==> config.mk <==
export PLATFORM = sky130hd
export DESIGN_NAME = hazard_unit
export DESIGN_NICKNAME = d
export VERILOG_FILES = /design/src/rtl/hazard_pkg.sv /design/src/rtl/mdu_tracker.sv /design/src/rtl/hazard_unit.sv
export SDC_FILE = /design/constraint.sdc
export NUM_CORES = 1
export LEC_CHECK = 0
export BUFFER_PORTS_ARGS = -buffer_cell sky130_fd_sc_hd__buf_2
export CORE_ASPECT_RATIO = 1.2
export CORE_MARGIN = 8
export CORE_UTILIZATION = 36
export CTS_CLUSTER_DIAMETER = 60
export DETAILED_ROUTE_END_ITERATION = 12
export GPL_ROUTABILITY_DRIVEN = 0
export PLACE_DENSITY = 0.77
export SYNTH_ARGS = -nofsm -noshare
export SYNTH_HDL_FRONTEND = slang
export SYNTH_SLANG_ARGS = --single-unit
==> constraint.sdc <==
create_clock -name clk -period 2.1 [get_ports clk]
set_clock_uncertainty 0.1 [all_clocks]
set_input_delay 0.21 -clock clk [delete_from_list [all_inputs] [get_ports clk]]
set_output_delay 0.21 -clock clk [all_outputs]
set_load 0.02 [all_outputs]
==> src/rtl/hazard_pkg.sv <==
// Shared definitions for the pipeline hazard unit.
// Holds the forward-select encodings, the MDU tracker state type and a small select helper.
package hazard_pkg;

  localparam logic [1:0] FWD_NONE = 2'b00;
  localparam logic [1:0] FWD_ME   = 2'b01;
  localparam logic [1:0] FWD_WB   = 2'b10;

  // Wide enough for the largest legal MDU latency (15).
  localparam int MDU_CNT_W = 4;

  typedef enum logic [1:0] {
    MDU_IDLE = 2'b00,
    MDU_BUSY = 2'b01,
    MDU_DONE = 2'b10
  } mdu_state_t;

  // The newer producer (ME) wins over the older one (WB).
  function automatic logic [1:0] fwd_sel(input logic me_hit, input logic wb_hit);
    logic [1:0] sel;
    if (me_hit) begin
      sel = FWD_ME;
    end else if (wb_hit) begin
      sel = FWD_WB;
    end else begin
      sel = FWD_NONE;
    end
    return sel;
  endfunction

endpackage

==> src/rtl/mdu_tracker.sv <==
// Tracks an in-flight multi-cycle MDU operation: IDLE -> BUSY (MDU_LAT-1 cycles) -> DONE.
// start_i must already be qualified (not stalled, not flushed, not in reset).
module mdu_tracker
  import hazard_pkg::*;
#(
  parameter int unsigned MDU_LAT = 4
) (
  input  logic clk,
  input  logic reset,
  input  logic start_i,
  output logic busy_o
);

  localparam logic [MDU_CNT_W-1:0] CNT_LOAD = MDU_CNT_W'(MDU_LAT - 1);
  localparam logic [MDU_CNT_W-1:0] CNT_ONE  = MDU_CNT_W'(1);
  localparam logic [MDU_CNT_W-1:0] CNT_ZERO = MDU_CNT_W'(0);

  mdu_state_t           state_q, state_d;
  logic [MDU_CNT_W-1:0] cnt_q, cnt_d;

  // State and counter registers with synchronous active-low reset.
  always_ff @(posedge clk) begin
    if (!reset) begin
      state_q <= MDU_IDLE;
      cnt_q   <= CNT_ZERO;
    end else begin
      state_q <= state_d;
      cnt_q   <= cnt_d;
    end
  end

  // Next-state, counter and busy decode.
  always_comb begin
    state_d = state_q;
    cnt_d   = cnt_q;
    busy_o  = 1'b0;
    case (state_q)
      MDU_IDLE: begin
        if (start_i) begin
          state_d = MDU_BUSY;
          cnt_d   = CNT_LOAD;
        end else begin
          state_d = MDU_IDLE;
          cnt_d   = CNT_ZERO;
        end
      end
      MDU_BUSY: begin
        busy_o = 1'b1;
        if (cnt_q <= CNT_ONE) begin
          state_d = MDU_DONE;
          cnt_d   = CNT_ZERO;
        end else begin
          state_d = MDU_BUSY;
          cnt_d   = cnt_q - CNT_ONE;
        end
      end
      MDU_DONE: begin
        // A back-to-back op skips IDLE so the result slot is reused immediately.
        if (start_i) begin
          state_d = MDU_BUSY;
          cnt_d   = CNT_LOAD;
        end else begin
          state_d = MDU_IDLE;
          cnt_d   = CNT_ZERO;
        end
      end
      default: begin
        state_d = MDU_IDLE;
        cnt_d   = CNT_ZERO;
      end
    endcase
  end

endmodule

==> src/rtl/hazard_unit.sv <==
// Pipeline hazard unit: forwarding selects, data/MDU stalls, branch/jump flushes.
// Define HAZARD_FWD_EN for forwarding with load-use stalls; otherwise EX/ME producers stall decode.
module hazard_unit
  import hazard_pkg::*;
#(
  parameter int unsigned REG_W   = 5,
  parameter int unsigned MDU_LAT = 4
) (
  input  logic             clk,
  input  logic             reset,
  input  logic [REG_W-1:0] Rs_ID,
  input  logic [REG_W-1:0] Rt_ID,
  input  logic [REG_W-1:0] Rs_EX,
  input  logic [REG_W-1:0] Rt_EX,
  input  logic [REG_W-1:0] WriteReg_EX,
  input  logic [REG_W-1:0] WriteReg_ME,
  input  logic [REG_W-1:0] WriteReg_WB,
  input  logic             RegWrite_EX,
  input  logic             RegWrite_ME,
  input  logic             RegWrite_WB,
  input  logic             MemToReg_EX,
  input  logic             BranchTaken_EX,
  input  logic             Jump_ID,
  input  logic             MduStart_ID,
  input  logic             MduRead_ID,
  output logic             Stall_IF,
  output logic             Stall_ID,
  output logic             Flush_ID,
  output logic             Flush_EX,
  output logic [1:0]       FwdA_EX,
  output logic [1:0]       FwdB_EX,
  output logic             AnyStall,
  output logic             MduBusy
);

  // Register 0 is hardwired, so a write to it never creates a dependency.
  function automatic logic hit(input logic we, input logic [REG_W-1:0] dst,
                               input logic [REG_W-1:0] src);
    return we && (dst != {REG_W{1'b0}}) && (dst == src);
  endfunction

  logic       data_stall_s;
  logic       mdu_stall_s;
  logic       stall_s;
  logic       mdu_busy_s;
  logic       mdu_start_s;
  logic [1:0] fwd_a_s;
  logic [1:0] fwd_b_s;

`ifdef HAZARD_FWD_EN
  // Forwarding covers ALU results; only a load feeding decode must wait.
  always_comb begin
    data_stall_s = MemToReg_EX && (hit(RegWrite_EX, WriteReg_EX, Rs_ID) ||
                                   hit(RegWrite_EX, WriteReg_EX, Rt_ID));
    fwd_a_s = fwd_sel(hit(RegWrite_ME, WriteReg_ME, Rs_EX), hit(RegWrite_WB, WriteReg_WB, Rs_EX));
    fwd_b_s = fwd_sel(hit(RegWrite_ME, WriteReg_ME, Rt_EX), hit(RegWrite_WB, WriteReg_WB, Rt_EX));
  end
`else
  logic unused_s;
  assign unused_s = ^{Rs_EX, Rt_EX, WriteReg_WB, RegWrite_WB, MemToReg_EX};

  // Without forwarding, decode waits until the producer has left EX and ME.
  always_comb begin
    data_stall_s = hit(RegWrite_EX, WriteReg_EX, Rs_ID) || hit(RegWrite_EX, WriteReg_EX, Rt_ID) ||
                   hit(RegWrite_ME, WriteReg_ME, Rs_ID) || hit(RegWrite_ME, WriteReg_ME, Rt_ID);
    fwd_a_s = FWD_NONE;
    fwd_b_s = FWD_NONE;
  end
`endif

  // Stall/flush priority: reset, then branch, then stall, then jump.
  always_comb begin
    mdu_stall_s = mdu_busy_s && (MduStart_ID || MduRead_ID);
    stall_s     = data_stall_s || mdu_stall_s;
    Stall_IF    = 1'b0;
    Stall_ID    = 1'b0;
    Flush_ID    = 1'b0;
    Flush_EX    = 1'b0;
    if (!reset) begin
      Flush_ID = 1'b0;
    end else if (BranchTaken_EX) begin
      Flush_ID = 1'b1;
      Flush_EX = 1'b1;
    end else if (stall_s) begin
      // A jump held here simply re-presents itself once the stall clears.
      Stall_IF = 1'b1;
      Stall_ID = 1'b1;
      Flush_EX = 1'b1;
    end else if (Jump_ID) begin
      Flush_ID = 1'b1;
    end else begin
      Flush_ID = 1'b0;
    end
    AnyStall    = Stall_IF || Stall_ID;
    FwdA_EX     = reset ? fwd_a_s : FWD_NONE;
    FwdB_EX     = reset ? fwd_b_s : FWD_NONE;
    MduBusy     = reset && mdu_busy_s;
    mdu_start_s = reset && MduStart_ID && !stall_s && !BranchTaken_EX;
  end

  mdu_tracker #(
    .MDU_LAT(MDU_LAT)
  ) u_mdu_tracker (
    .clk    (clk),
    .reset  (reset),
    .start_i(mdu_start_s),
    .busy_o (mdu_busy_s)
  );

endmodule

==> impl_metrics.tcl, run 1 <==
set metrics [dict create \
    grt_pass1_vias 686 \
    powerDensity_nw_per_um2 461.5 \
    setup_viol 0 \
    cts_buffer_depth 2 \
    status "complete, no violations" \
    drc 0 \
    drt-initial-drc-count 4 \
    synth_top_area_cell "xor2_1" \
    ctsResizeCount 0 \
    clk_pin_slew_ps 40 \
    syn_area_per_cell_um2 8.450 \
    grt_max_degree 7 \
    track_usage_pct 10.19 \
    dp_slack_ps 192.1 \
    core_um2 1622 \
    ys_warn_count 0 \
    cts_hold_buf 0 \
    initial_core_util_pct 38.04 \
    fin_nets 155 \
    yosys.area.top_type_share_pct 28.40 \
    dieArea_um2 3299 \
    fin_util_pct 48.92 \
    dieHeight_um 61.35 \
    p_comb_share_pct 37.0 \
    slew_violations 0 \
    chipWidth_um 53.79 \
    wl_per_cell_um 12.82 \
    routed_via_density 4.911 \
    seq_power_share_pct 33.2 \
    r2r_slack_ps 560 \
    crit_arrival_ps 1590 \
    cp-start-kind "primary input" \
    ys_seq_area_share_pct 19.47 \
    cts_inserted_buffers 3 \
    max_freq_mhz 525.0 \
    ir_drop_mv 0.2132 \
    layout_commonest_cell "buf_2" \
    ys_ff_latch 6 \
    grt_pass1_wl_um 2580 \
    synth.area.top_cells "xor2_1, dfxtp_1, buf_4, nor2_1, ha_1" \
    area_growth_pct 28.60 \
    hpwl_um 1447 \
    slew_headroom_pct 61.00 \
    fillerInstances 175 \
    ys_types 27 \
    hold_class "primary input to flip-flop" \
    hold_violations 0 \
    cts_sinks 6 \
    fin_setup_tns_ps 0 \
    htreeDepth 1 \
    place_inst 121 \
    cts_setup_buffers 0 \
    rsz0062_at_grt "false" \
    cap_viol_max_count 0 \
    hold_depth 3 \
    setup_slack_ps 195.2 \
    antenna_found_initial 0 \
    diodes 0 \
    switchingPower_uw 122.5 \
    required_ps 1790 \
    power_leakage_nw 0.3917 \
    path_max_fanout 5 \
    swShare_pct 33.46 \
    tightestPinTransition_ps 580.1 \
    clkPwrFrac_pct 29.8 \
    whs_ps 227.5 \
    io_buffers 33 \
    power.internal_uw 243.6 \
    syn_inst 73 \
    routed_wl_um 1590 \
    io_pins 55 \
    vias 609 \
    clk_latency_ps 250 \
    syn_area_um2 616.8 \
    cts_tree "yes" \
    drt-pass1-iter-count 4 \
    ant_nets 0 \
    rr_worst_depth 5 \
    drive_gt1_share_pct 38.68 \
    overflow 0 \
    cp-end-kind "output port" \
    period_minus_slack_ps 1905 \
    critPathKind "primary input to output port" \
    final_cell_mix "buf_2, xor2_1, nor2_1, dfxtp_1, nor3_1" \
    post-route-period-util_pct 90.71 \
    fin_cells 124 \
    cts_root_buf "clkbuf_4" \
    rows 16 \
]
-- registers in the layout, indices dropped and copies added (netlist names) --
name	count
u_mdu_tracker.state_q	2
u_mdu_tracker.cnt_q	4
-- kinds of logic after synthesis --
logic type               count (synthesis)  synth area share [%]
AO/OA/AOI/OAI                           14                 17.44
XOR/XNOR                                22                 31.24
buffers and inverters                    8                 8.519
AND/OR/NAND/NOR                         20                 18.66
other                                    1                0.6079
flip-flops                               6                 19.47
adder cells (fa/ha/maj)                  2                 4.056
-- worst paths after layout --
kind / startpoint / to
max: WriteReg_ME[1] / Stall_IF
min: BranchTaken_EX / u_mdu_tracker.state_q[0]
min reg2reg: u_mdu_tracker.cnt_q[0] / u_mdu_tracker.cnt_q[0]
max reg2reg: u_mdu_tracker.cnt_q[0] / u_mdu_tracker.cnt_q[1]
-- stage by stage --
stage	area, um2	total power [mW]
6_report	793.3	0.3661
5_1_grt	793.3	0.3926
4_1_cts	793.3	0.3688
3_5_place_dp	770.7	0.2597
3_3_place_gp	770.7	0.2549
2_1_floorplan	628.1	0.2091
-- layer usage --
layer,up-vias,part of all wire (%),GRT usage (%),routed length (um)
li1,311,-,-,-
met1,261,39,9.850,613
met2,32,50,18.41,795
met3,5,9.0,4.589,143
met4,0,2.4,3.610,38
met5,-,0,0,0
-- power groups by stage --
stage	combinational (mW)	clock [mW]	sequential, mW
2_1_floorplan	0.0859	0	0.123
3_3_place_gp	0.131	0	0.124
3_5_place_dp	0.136	0	0.124
4_1_cts	0.136	0.111	0.122
5_1_grt	0.151	0.119	0.123
6_report	0.135	0.109	0.122
-- cell usage after synthesis --
cell      instances
a22oi_1           1
a22oi_2           1
and2_1            1
and3b_1           1
buf_4             6
conb_1            1
dfxtp_1           6
ha_1              2
inv_1             2
nand2_1           1
nor2_1            7
nor2b_1           1
nor3_1            5
nor4b_1           1
o211ai_1          1
o21a_1            1
o21ai_0           1
o21ai_1           3
o21ai_2           2
o221ai_2          1
o22ai_1           2
o31ai_1           1
or4_1             1
or4_4             1
or4bb_1           1
xnor2_1           2
xor2_1           20
-- critical path, cell delays in order --
cell	delay, ps
buf_2	120
or4_1	550
o21ai_2	170
o221ai_2	160
and3b_1	230
buf_2	160
-- final cells by class --
class	instances	area, um2	area share, %
Multi-Input combinational cell	62	455.4	57.41
Timing Repair Buffer	33	165.2	20.82
Tap cell	18	22.52	2.839
Sequential cell	6	120.1	15.14
Clock buffer	3	22.52	2.839
Inverter	2	7.507	0.9464
Note: power is estimated with default switching activity, not from simulation.
==> run 2: changes to the inputs <==
--- a/config.mk
+++ b/config.mk
@@ -12,7 +12,7 @@
 export CTS_CLUSTER_DIAMETER = 60
 export DETAILED_ROUTE_END_ITERATION = 12
 export GPL_ROUTABILITY_DRIVEN = 0
-export PLACE_DENSITY = 0.77
+export PLACE_DENSITY = 0.8
 export SYNTH_ARGS = -nofsm -noshare
 export SYNTH_HDL_FRONTEND = slang
 export SYNTH_SLANG_ARGS = --single-unit
==> impl_metrics.tcl, run 2 (synthesis results as in run 1) <==
set metrics [dict create \
    hold-path-endpoint "u_mdu_tracker.state_q[0]" \
    area_growth_pct 28.60 \
    setup_slack_ps 183.7 \
    r2r_slack_ps 530 \
    cts_hold_buf 0 \
    initial_core_util_pct 38.04 \
    cts_sinks 6 \
    ant_nets 0 \
    p_comb_share_pct 36.9 \
    cts_inserted_buffers 3 \
    seq_power_share_pct 33.8 \
    chipWidth_um 53.79 \
    max_freq_mhz 521.8 \
    hold_violations 0 \
    cap_viol_max_count 0 \
    fin_setup_tns_ps 0 \
    clk_latency_ps 250 \
    rr_worst_depth 5 \
    setup_viol 0 \
    power_leakage_nw 0.3917 \
    hold_class "primary input to flip-flop" \
    largest_register_ffs 4 \
    routed_wl_um 1540 \
    slew_violations 0 \
    antenna_found_initial 0 \
    r2r_end "u_mdu_tracker.cnt_q[0]" \
    overflow 0 \
    core_um2 1622 \
    multi_input_area_um2 455.4 \
    cts_setup_buffers 0 \
    ir_drop_mv 0.2085 \
    dieArea_um2 3299 \
    power.internal_uw 243.4 \
    swShare_pct 32.46 \
    drc 0 \
    cts_buffer_depth 2 \
    layout_commonest_cell "buf_2" \
    period_minus_slack_ps 1916 \
    regMostFlops "u_mdu_tracker.cnt_q" \
    status "complete, no violations" \
    drive_gt1_share_pct 38.68 \
    slew_headroom_pct 59.71 \
    grt_pass1_wl_um 2525 \
    dp_slack_ps 151.5 \
    cts_tree "yes" \
    fin_nets 155 \
    switchingPower_uw 117.0 \
    vias 616 \
    tightestPinTransition_ps 599.2 \
    fin_util_pct 48.92 \
    cp-start-kind "primary input" \
    drt-initial-drc-count 1 \
    clkPwrFrac_pct 29.2 \
    crit_arrival_ps 1610 \
    drt-pass1-iter-count 4 \
    clk_pin_slew_ps 40 \
    ctsResizeCount 0 \
    wl_per_cell_um 12.42 \
    final_cell_mix "buf_2, xor2_1, nor2_1, dfxtp_1, nor3_1" \
    post-route-period-util_pct 91.25 \
    htreeDepth 1 \
    io_pins 55 \
    rows 16 \
    path_max_fanout 5 \
    cts_root_buf "clkbuf_4" \
    grt_max_degree 7 \
    ff_latch_area_um2 120.1 \
    required_ps 1790 \
    hold_depth 3 \
    critPathKind "primary input to output port" \
    dieHeight_um 61.35 \
    hpwl_um 1407 \
    worstHoldStart "BranchTaken_EX" \
    reg.largest.list "u_mdu_tracker.cnt_q (4), u_mdu_tracker.state_q (2)" \
    grt_pass1_vias 682 \
    track_usage_pct 10.10 \
    rsz0062_at_grt "false" \
    io_buffers 33 \
    cp-end-kind "output port" \
    routed_via_density 4.968 \
    r2r_start "u_mdu_tracker.cnt_q[0]" \
    whs_ps 233.7 \
    diodes 0 \
    powerDensity_nw_per_um2 454.3 \
    fillerInstances 171 \
]
## run 2: per-layer routing
metal	vias to the layer above	track usage [%]	part of all wire, %
li1	311	-	-
met1	272	9.576	40
met2	31	17.58	49
met3	2	4.589	9.4
met4	0	5.415	1.4
met5	-	0	0
## run 2: worst max-delay path by stage
stage               end            from  cells past startpoint
2_1_floorplan  Stall_ID  WriteReg_ME[1]                      5
3_3_place_gp   AnyStall  WriteReg_ME[1]                      6
3_5_place_dp   Stall_ID  WriteReg_ME[1]                      6
4_1_cts        Stall_ID  WriteReg_ME[1]                      6
5_1_grt        Stall_ID  WriteReg_ME[1]                      6
6_report       Stall_ID  WriteReg_ME[1]                      6
## run 2: critical path, cell delays in order
cell,delay (ps)
buf_2,120
or4_1,560
o21ai_2,170
o221ai_2,150
and3b_1,230
buf_2,160
## run 2: area by class of cell
type | count | area share [%]
flip-flops and latches | 6 | 15.14
well taps | 18 | 2.839
inverters | 2 | 0.9464
repair buffers | 33 | 20.82
multi-input cells | 62 | 57.41
clock buffers | 3 | 2.839
## run 2: power groups by stage
| stage | Combinational [mW] | Clock [mW] | Sequential [mW] |
|---|---|---|---|
| 6_report | 0.133 | 0.105 | 0.122 |
| 5_1_grt | 0.148 | 0.117 | 0.123 |
| 4_1_cts | 0.135 | 0.111 | 0.122 |
| 3_5_place_dp | 0.135 | 0 | 0.124 |
| 3_3_place_gp | 0.131 | 0 | 0.124 |
| 2_1_floorplan | 0.0859 | 0 | 0.123 |
## run 2: stage by stage
step	instances	area, um2	total power [mW]
floorplan	76	628.1	0.2091
global placement	121	770.7	0.2548
detailed placement	121	770.7	0.2587
CTS	124	793.3	0.3676
global route	124	793.3	0.3879
finish	124	793.3	0.3604
==> run 3: changes to the inputs <==
--- a/config.mk
+++ b/config.mk
@@ -5,14 +5,15 @@
 export SDC_FILE = /design/constraint.sdc
 export NUM_CORES = 1
 export LEC_CHECK = 0
+export ABC_AREA = 1
 export BUFFER_PORTS_ARGS = -buffer_cell sky130_fd_sc_hd__buf_2
 export CORE_ASPECT_RATIO = 1.2
 export CORE_MARGIN = 8
-export CORE_UTILIZATION = 36
+export CORE_UTILIZATION = 39
 export CTS_CLUSTER_DIAMETER = 60
 export DETAILED_ROUTE_END_ITERATION = 12
 export GPL_ROUTABILITY_DRIVEN = 0
-export PLACE_DENSITY = 0.8
+export PLACE_DENSITY = 0.82
 export SYNTH_ARGS = -nofsm -noshare
 export SYNTH_HDL_FRONTEND = slang
 export SYNTH_SLANG_ARGS = --single-unit
==> impl_metrics.tcl, run 3 <==
set metrics [dict create \
    crit_path_max_incr_delay_ps 300 \
    grt_pass1_wl_um 3091 \
    chipWidth_um 55.21 \
    swShare_pct 33.51 \
    grt_max_degree 8 \
    area_growth_pct 24.70 \
    crit_arrival_ps 1390 \
    synth_xor_area_share_pct 18.26 \
    dp_slack_ps 433.4 \
    switchingPower_uw 120.6 \
    final_area_um2 897.1 \
    cts_root_buf "clkbuf_4" \
    synth_top_family_by_area "simple AND/OR/NAND/NOR gates" \
    final_cell_mix "nand2_1, buf_2, inv_1, nor2_1, xnor2_1" \
    clk_pin_slew_ps 40 \
    rr_worst_depth 7 \
    diodes 0 \
    track_usage_pct 10.05 \
    syn_area_per_cell_um2 5.802 \
    routed_wl_um 1772 \
    hold_violations 0 \
    regMostFlops "u_mdu_tracker.cnt_q" \
    hold_depth 4 \
    synth_most_common_cell "nand2_1" \
    setup_slack_ps 396.7 \
    synth_fa_ha_area_share_pct 3.478 \
    power_uw 360.0 \
    synth_top_area_cell "nand2_1" \
    async_flop_share_pct 0 \
    synthMuxAreaShare_pct 0 \
    cts_buffer_depth 2 \
    grt_pass1_vias 811 \
    hold-path-endpoint "u_mdu_tracker.state_q[0]" \
    drive_gt1_share_pct 26.11 \
    routed_via_density 4.563 \
    cap_viol_max_count 0 \
    yosys.area.top_type_share_pct 18.26 \
    dpl_cell_area_um2 874.6 \
    vias 803 \
    fin_setup_tns_ps 0 \
    max_freq_mhz 587.1 \
    rows 17 \
    synth-compound-area-share_pct 5.739 \
    powerDensity_nw_per_um2 401.3 \
    drt-pass1-iter-count 4 \
    clkPwrFrac_pct 28.9 \
    cts_sinks 6 \
    setup_viol 0 \
    dieArea_um2 3481 \
    ys_ff_latch 6 \
    clk_latency_ps 240 \
    path_max_fanout 3 \
    yosys.area_share.simple_pct 37.57 \
    r2r_end "u_mdu_tracker.cnt_q[0]" \
    hold_class "primary input to flip-flop" \
    ys_types 18 \
    power_leakage_nw 0.5323 \
    ctsResizeCount 0 \
    cts_setup_buffers 0 \
    ys_warn_count 0 \
    drc 0 \
    cp_num_buf_inv 3 \
    overflow 0 \
    r2r_slack_ps 590 \
    io_buffers 33 \
    ant_nets 0 \
    cp-end-kind "output port" \
    core_um2 1787 \
    power.internal_uw 239.3 \
    syn_area_um2 719.4 \
    syn_inst 124 \
    critPathKind "flip-flop to output port" \
    ys_seq_area_share_pct 16.70 \
    synth.area.top_cells "nand2_1, dfxtp_1, inv_1, xnor2_1, nor2_1" \
    reg.largest.list "u_mdu_tracker.cnt_q (4), u_mdu_tracker.state_q (2)" \
    rsz0062_at_grt "false" \
    p_comb_share_pct 38.0 \
    cts_inserted_buffers 3 \
    hpwl_um 1630 \
    cpLargestDelayFamily "simple AND/OR/NAND/NOR gates" \
    largest_register_ffs 4 \
    synth_edf_count 0 \
    cp-start-kind "flip-flop" \
    cts_tree "yes" \
    drt-initial-drc-count 10 \
    initial_core_util_pct 40.27 \
    status "complete, no violations" \
    yosys-top-cells-count "nand2_1, inv_1, nor2_1, xnor2_1, xor2_1" \
    required_ps 1790 \
    dieHeight_um 63.05 \
    antenna_found_initial 0 \
    cts_hold_buf 0 \
    layout_commonest_cell "nand2_1" \
    post-route-period-util_pct 81.11 \
    htreeDepth 1 \
    fin_nets 206 \
    seq_power_share_pct 33.1 \
    ir_drop_mv 0.1979 \
    io_pins 55 \
    period_minus_slack_ps 1703 \
    slew_violations 0 \
    r2r_start "u_mdu_tracker.cnt_q[0]" \
    crit_chain "inv_1, nor2_1, o21ai_0, inv_1, nor2_4, nand2_1, nand2_1, nor2_1, buf_2" \
    synthFlopType "dfxtp_1" \
    worstHoldStart "BranchTaken_EX" \
    wl_per_cell_um 10.07 \
    crit_slowest_cell "dfxtp_1" \
]
[run 3: cell types whose count changed after synthesis, moves of 5 or more]
cell / change
xnor2_1: +6
nor2_1: +11
xor2_1: -13
nand2_1: +34
nand3_1: +5
inv_1: +19
[run 3: cell families after synthesis]
group,count (synthesis)
adders and majority gates,2
xor gates and xnor gates,15
other,1
and+or+nand+nor,64
buffers and inverters,28
DFF,6
AOI/OAI and AO/OA,8
[run 3: cell type report]
type / count / area (um2)
clock buffers: 3 / 22.52
multi-input cells: 93 / 483.0
well taps: 19 / 23.77
repair buffers: 33 / 165.2
fillers: 201 / 889.6
inverters: 22 / 82.58
flip-flops and latches: 6 / 120.1
[run 3: per-stage QoR]
stage / util, % / hold slack (ps) / instances
3_5_place_dp: 48.95 / 424.6 / 173
6_report: 50.21 / 225.5 / 176
3_3_place_gp: 48.95 / 404.2 / 173
5_1_grt: 50.21 / 266.9 / 176
4_1_cts: 50.21 / 221.7 / 176
2_1_floorplan: - / 318.3 / 127
[run 3: power by group through the flow]
stage	logic, mW	registers, mW	clock network, mW
after CTS	0.138	0.119	0.108
after floorplan	0.0897	0.121	0
after detailed placement	0.137	0.121	0
final	0.137	0.119	0.104
after global placement	0.132	0.121	0
after global routing	0.153	0.119	0.114
[run 3: worst reg2reg max path, delay by kind of cell (launching register included)]
family | cells | cell delay [ps]
AND/OR/NAND/NOR | 2 | 180
flip-flops | 1 | 350
buffers and inverters | 2 | 140
adder cells (fa/ha/maj) | 1 | 220
AO/OA/AOI/OAI | 2 | 440
[run 3: worst max path at each step]
stage	start	end	depth (start not counted)	slack, ps
floorplan	WriteReg_EX[3]	Stall_ID	12	410
global placement	Rs_ID[0]	Stall_IF	10	480
detailed placement	Rs_ID[0]	Stall_ID	10	430
CTS	u_mdu_tracker.state_q[0]	Stall_ID	9	360
global route	u_mdu_tracker.state_q[0]	AnyStall	9	210
finish	u_mdu_tracker.state_q[0]	Stall_ID	9	400
[run 3: layer usage]
layer	GRT usage [%]	wire length, um	up-vias
met5	0	0	-
li1	-	-	427
met4	4.630	9	0
met2	18.40	931	25
met1	9.784	733	349
met3	3.407	97	2
